### config.mk
export PLATFORM = sky130hd
export DESIGN_NAME = mulcnt_sched
export DESIGN_NICKNAME = d
export VERILOG_FILES = /design/src/rtl/mulcnt_sched.sv
export SDC_FILE = /design/constraint.sdc
export NUM_CORES = 1
export LEC_CHECK = 0
export CORE_AREA = 2 2 136 138
export DETAILED_ROUTE_END_ITERATION = 16
export DIE_AREA = 0 0 138 140
export GPL_TIMING_DRIVEN = 0
export PLACE_DENSITY = 0.81
export SLEW_MARGIN = 20
export SYNTH_ARGS = -nofsm -noshare
export SYNTH_HDL_FRONTEND = slang
export SYNTH_SLANG_ARGS = --single-unit
export TNS_END_PERCENT = 100
### constraint.sdc
create_clock -name clk_i -period 12.6 [get_ports clk_i]
set_input_delay 2.52 -clock clk_i [delete_from_list [all_inputs] [get_ports clk_i]]
set_output_delay 2.52 -clock clk_i [all_outputs]
set_load 0.02 [all_outputs]
### src/rtl/mulcnt_sched.sv
// mulcnt_sched: round-robin scheduler sharing one multiply/popcount engine
// between NREQ requesters. It grants one requester at a time, latches that
// requester's operands, pulses eng_start, and then waits for eng_done or a
// timeout. The tagged result goes out as a one-cycle rsp_valid pulse.
// A 16-bit counter counts the operations that completed without error.
//
// Ports:
//   clk_i, reset_i          clock (rising edge), async active-high reset
//   cfg_en_i                allow new grants (sampled in IDLE only)
//   req_i[NREQ]             request levels
//   req_a1_i / req_a2_i     packed 24-bit operands, slice i = [24*i +: 24]
//   gnt_o[NREQ]             one-hot one-cycle grant pulse
//   eng_start_o             one-cycle start pulse to the engine
//   eng_a1_o / eng_a2_o     operands latched at grant
//   eng_done_i, eng_w_i, eng_l_i, eng_ok_i   engine completion and result
//   rsp_valid_o             one-cycle result pulse
//   rsp_id_o, rsp_w_o, rsp_l_o, rsp_ok_o, rsp_err_o   result (held until next)
//   busy_o                  high in any state other than IDLE
//   op_count_o              completed non-error operations, wraps at 2^16
module mulcnt_sched #(
  parameter int NREQ    = 4,
  parameter int IDW     = 2,
  parameter int TIMEOUT = 64
) (
  input  logic               clk_i,
  input  logic               reset_i,
  input  logic               cfg_en_i,
  input  logic [NREQ-1:0]    req_i,
  input  logic [NREQ*24-1:0] req_a1_i,
  input  logic [NREQ*24-1:0] req_a2_i,
  output logic [NREQ-1:0]    gnt_o,
  output logic               eng_start_o,
  output logic [23:0]        eng_a1_o,
  output logic [23:0]        eng_a2_o,
  input  logic               eng_done_i,
  input  logic [31:0]        eng_w_i,
  input  logic [5:0]         eng_l_i,
  input  logic               eng_ok_i,
  output logic               rsp_valid_o,
  output logic [IDW-1:0]     rsp_id_o,
  output logic [31:0]        rsp_w_o,
  output logic [5:0]         rsp_l_o,
  output logic               rsp_ok_o,
  output logic               rsp_err_o,
  output logic               busy_o,
  output logic [15:0]        op_count_o
);

  localparam int CNTW = $clog2(TIMEOUT);

  typedef enum logic [1:0] {IDLE, ISSUE, WAIT, RESP} state_t;

  state_t          state_q;
  logic [IDW-1:0]  ptr_q;
  logic [IDW-1:0]  id_q;
  logic [CNTW-1:0] tmo_cnt_q;
  logic [NREQ-1:0] gnt_q;
  logic            eng_start_q;
  logic [23:0]     eng_a1_q;
  logic [23:0]     eng_a2_q;
  logic            rsp_valid_q;
  logic [IDW-1:0]  rsp_id_q;
  logic [31:0]     rsp_w_q;
  logic [5:0]      rsp_l_q;
  logic            rsp_ok_q;
  logic            rsp_err_q;
  logic            busy_q;
  logic [15:0]     op_count_q;

  // Unpack the operand buses into per-requester arrays.
  logic [23:0] a1_arr [NREQ];
  logic [23:0] a2_arr [NREQ];

  genvar gi;
  generate
    for (gi = 0; gi < NREQ; gi++) begin : g_slice
      assign a1_arr[gi] = req_a1_i[24*gi +: 24];
      assign a2_arr[gi] = req_a2_i[24*gi +: 24];
    end
  endgenerate

  // Round-robin search starting at ptr_q, upward with wrap. The loop runs
  // from the farthest offset down, so the nearest requester to the pointer
  // is the last one assigned and therefore wins.
  logic            win_found_d;
  logic [IDW-1:0]  win_idx_d;
  logic [IDW:0]    cand_d;
  logic [NREQ-1:0] gnt_onehot_d;
  logic [IDW-1:0]  ptr_d;

  always_comb begin
    win_found_d  = 1'b0;
    win_idx_d    = '0;
    cand_d       = '0;
    gnt_onehot_d = '0;
    for (int k = NREQ - 1; k >= 0; k--) begin
      cand_d = {1'b0, ptr_q} + (IDW+1)'(k);
      if (cand_d >= (IDW+1)'(NREQ)) begin
        cand_d = cand_d - (IDW+1)'(NREQ);
      end
      if (req_i[cand_d[IDW-1:0]]) begin
        win_found_d = 1'b1;
        win_idx_d   = cand_d[IDW-1:0];
      end
    end
    gnt_onehot_d[win_idx_d] = 1'b1;
    ptr_d = (win_idx_d == IDW'(NREQ - 1)) ? '0 : win_idx_d + IDW'(1);
  end

  always_ff @(posedge clk_i or posedge reset_i) begin
    if (reset_i) begin
      state_q     <= IDLE;
      ptr_q       <= '0;
      id_q        <= '0;
      tmo_cnt_q   <= '0;
      gnt_q       <= '0;
      eng_start_q <= 1'b0;
      eng_a1_q    <= '0;
      eng_a2_q    <= '0;
      rsp_valid_q <= 1'b0;
      rsp_id_q    <= '0;
      rsp_w_q     <= '0;
      rsp_l_q     <= '0;
      rsp_ok_q    <= 1'b0;
      rsp_err_q   <= 1'b0;
      busy_q      <= 1'b0;
      op_count_q  <= '0;
    end else begin
      // Pulse outputs default low; each is raised for exactly one state.
      gnt_q       <= '0;
      eng_start_q <= 1'b0;
      rsp_valid_q <= 1'b0;
      case (state_q)
        IDLE: begin
          if (cfg_en_i && win_found_d) begin
            gnt_q       <= gnt_onehot_d;
            eng_start_q <= 1'b1;
            eng_a1_q    <= a1_arr[win_idx_d];
            eng_a2_q    <= a2_arr[win_idx_d];
            id_q        <= win_idx_d;
            ptr_q       <= ptr_d;
            busy_q      <= 1'b1;
            state_q     <= ISSUE;
          end
        end
        ISSUE: begin
          tmo_cnt_q <= '0;
          state_q   <= WAIT;
        end
        WAIT: begin
          // Completion is checked first, so done wins a tie with the timeout.
          if (eng_done_i) begin
            rsp_w_q     <= eng_w_i;
            rsp_l_q     <= eng_l_i;
            rsp_ok_q    <= eng_ok_i;
            rsp_err_q   <= 1'b0;
            rsp_id_q    <= id_q;
            rsp_valid_q <= 1'b1;
            state_q     <= RESP;
          end else if (tmo_cnt_q == CNTW'(TIMEOUT - 1)) begin
            rsp_w_q     <= '0;
            rsp_l_q     <= '0;
            rsp_ok_q    <= 1'b0;
            rsp_err_q   <= 1'b1;
            rsp_id_q    <= id_q;
            rsp_valid_q <= 1'b1;
            state_q     <= RESP;
          end else begin
            tmo_cnt_q <= tmo_cnt_q + CNTW'(1);
          end
        end
        RESP: begin
          if (!rsp_err_q) begin
            op_count_q <= op_count_q + 16'd1;
          end
          busy_q  <= 1'b0;
          state_q <= IDLE;
        end
        default: begin
          busy_q  <= 1'b0;
          state_q <= IDLE;
        end
      endcase
    end
  end

  assign gnt_o       = gnt_q;
  assign eng_start_o = eng_start_q;
  assign eng_a1_o    = eng_a1_q;
  assign eng_a2_o    = eng_a2_q;
  assign rsp_valid_o = rsp_valid_q;
  assign rsp_id_o    = rsp_id_q;
  assign rsp_w_o     = rsp_w_q;
  assign rsp_l_o     = rsp_l_q;
  assign rsp_ok_o    = rsp_ok_q;
  assign rsp_err_o   = rsp_err_q;
  assign busy_o      = busy_q;
  assign op_count_o  = op_count_q;

endmodule

==> summary.txt <==
Status -> finished, final reports clean
Setup violators final -> 0
Worst Path Max Fanout -> 10
First DRT Iteration DRCs -> 163
Final Hold Vio Count -> 0
Final setup margin -> 8.37 ns
Crit start category -> primary input
Initial antenna violation count -> 1
CTS clk-pin slew, worst paths -> 0.06 ns
Dpl ws -> 7.94 ns
RSZ-0062 raised after global routing -> false
Row cnt -> 49
Area leader, netlist -> dfrtp_1
Total CTS buffers -> 17
PD cells -> 212 nW/µm²
Tot GR Track Use -> 21.4%
Post-route ant nets -> 0
Die X-Extent -> 138 µm
Post-synth top area share -> 50.3%
Post_cts resized -> 0
Post-CTS Repair Setup Buffers -> 0
Synth Instances -> 517
Port bufs -> 351
Max_slew headroom -> 62.0%
Post-synthesis net count -> 764
CTS root buffer -> clkbuf_16
Yosys warnings -> 0
H-tree Lvls -> 4
Library cells used by synthesis -> 42
CTS sink count -> 125
Sequential fraction of the synthesis area -> 50.3%
Post-synth top flop -> dfrtp_1
Gp weighted congestion -> 0.826
Final #Nets -> 1135
Max Clock Freq -> 0.236 GHz
TNS Setup -> 0 ns
Worst min-delay path class -> flop to flop
CP peak stage delay -> 0.52 ns
Count leader, synth -> dfrtp_1
Total power -> 2.26 mW
DP HPWL -> 16000 µm
Synth cell count leaders -> dfrtp_1 (125), mux2i_1 (97), nand2_1 (72)
Tmin final -> 4.23 ns
CP Data Arrival Time -> 4.49 ns
Final instance area -> 10700 µm²
Area post-placement -> 10100 µm²
Die Y-Extent -> 140 µm
Crit-path slowest cell -> clkdlybuf4s50_1
Critical-path cell list -> clkdlybuf4s50_1 > o41ai_4 > inv_2 > nand2_4 > inv_4 > nand2_2 > buf_2 > o221ai_1
Post-Layout Cell Count -> 1131
Largest cells by area after synthesis -> dfrtp_1 (50%), mux2i_1 (16%), a22o_1 (5.5%), o221ai_1 (5.2%), nand2_1 (4.3%)
Congestion Overflow GR -> 0
Fill cells -> 1453
Layout cell share with drive strength beyond 1 -> 9.54%
Final period util -> 33.6%
Maximum VDD drop -> 0.146 mV
Syn avg cell area -> 12.0 µm²
Via count -> 5679
Die Area -> 19300 µm²
CTS tree -> done
Floorplan core area -> 17800 µm²
# Max-Cap Violations -> 0
Final Max Tran Viols -> 0
P&R area growth vs syn -> 71.6%
CP Class -> primary input to flop
Clk buf depth -> 2
Final Skew -> 0.0122 ns
Pleak -> 4.64 nW
# hold bufs at CTS -> 0
Slew @ Worst Pin -> 0.568 ns
Post-route DRC -> 0
Placed cell count -> 1098
Post-synth EDFFs -> 0
Io pins -> 352
Average wire per cell in the routed design -> 18.2 µm
Number of global-route vias before repair -> 6037
#FFs+latches synth -> 125
Vias/cell -> 5.02
Cell area after synthesis -> 6220 µm²
CP endpoint kind -> flop
Initial Util -> 35.0%
Clock Latency Late Sink -> 0.41 ns
WP data required -> 12.86 ns
FFs w/ async S/R, synth -> 100%
First-pass GRT wire length -> 32700 µm
DRT Wirelength -> 20600 µm
Pin count of the biggest net entering global routing -> 75
DR pass1 iterations -> 4
## path summary, 6_finish.rpt
check                                from        endpoint  slack (ns)  cells after the start
max in group asynchronous         reset_i     eng_a1_o[4]        9.38                      3
setup reg to reg             tmo_cnt_q[0]    tmo_cnt_q[2]       10.60                      6
hold reg to reg            op_count_o[15]  op_count_o[15]        0.47                      1
min in group asynchronous         reset_i     rsp_w_o[31]        2.51                      2
hold / removal             op_count_o[15]  op_count_o[15]        0.47                      1
setup / recovery                 req_i[1]    eng_a2_o[12]        8.37                      8
## critical path: cells and delay by family
family,cells,cell delay [ns]
and+or+nand+nor,2,0.30
buffers and inverters,4,0.97
AOI/OAI and AO/OA,2,0.69
## layout make-up
type	count	area [µm²]	area share (%)
Timing Repair Buffer	352	3540	33.2
Clock buffer	18	439	4.12
Tap cell	229	287	2.69
Inverter	13	58.8	0.551
Sequential cell	125	3130	29.3
Buffer	35	287	2.69
Antenna cell	1	2.50	0.0235
Clock inverter	14	174	1.63
Multi-Input combinational cell	344	2750	25.8
## layout by cell type, fill, tap and decap left out, types with 2 or more instances in the layout
cell             count
clkdlybuf4s50_1    351
dfrtp_1            125
mux2i_1             97
nand2_1             72
a22o_1              39
o221ai_1            37
clkbuf_16           17
buf_2               12
o221ai_2            11
xnor2_1             11
inv_1                9
nand3_1              9
o21ai_0              9
clkbuf_1             9
buf_8                8
and3_1               8
ha_1                 8
nor2_1               7
a21oi_1              6
inv_8                5
buf_6                4
xor2_1               4
inv_6                4
mux2_2               3
nand4_1              3
clkinv_4             3
inv_2                2
nand2b_1             2
nand2_2              2
and2_1               2
bufinv_16            2
## registers in the layout (all words and copies together), names as in the netlist
name,cells
eng_a2_o,24
state_q,2
eng_a1_o,24
op_count_o,16
rsp_ok_o,1
rsp_l_o,6
tmo_cnt_q,6
rsp_valid_o,1
ptr_q,2
busy_o,1
gnt_o,4
rsp_w_o,32
rsp_err_o,1
rsp_id_o,2
eng_start_o,1
id_q,2
## routing by layer
layer	track usage, %	wire length [µm]
met1	24.4	7890
met2	37.1	10300
met3	7.38	1710
met4	8.43	621
met5	0	0
## stage by stage
stage | hold slack (ns) | utilization [%]
after floorplan | 0.442 | -
after global placement | 0.460 | 56.4
after detailed placement | 0.470 | 56.6
after CTS | 0.479 | 60.0
after global routing | 0.489 | 60.0
final | 0.472 | 60.0
## where the power goes
part	leakage, nW	total (mW)	internal, mW	switching [mW]
Sequential	1.59	0.661	0.561	0.100
Combinational	2.75	1.09	0.551	0.540
Clock	0.300	0.507	0.305	0.201
## logic make-up (layout without fill, tap and decap cells)
kind of cell    Yosys count  count (layout)  share of synthesized area (%)
flops                   125             125                           50.3
compound gates          112             112                           16.5
simple gates            109             109                           7.89
mux                     100             100                           16.2
buf+inv                  48             432                           5.43
xor+xnor                 15              15                           2.11
fa+ha+maj                 8               8                           1.61
other cells               0               1                              0
Note: power is estimated with default switching activity, not from simulation.
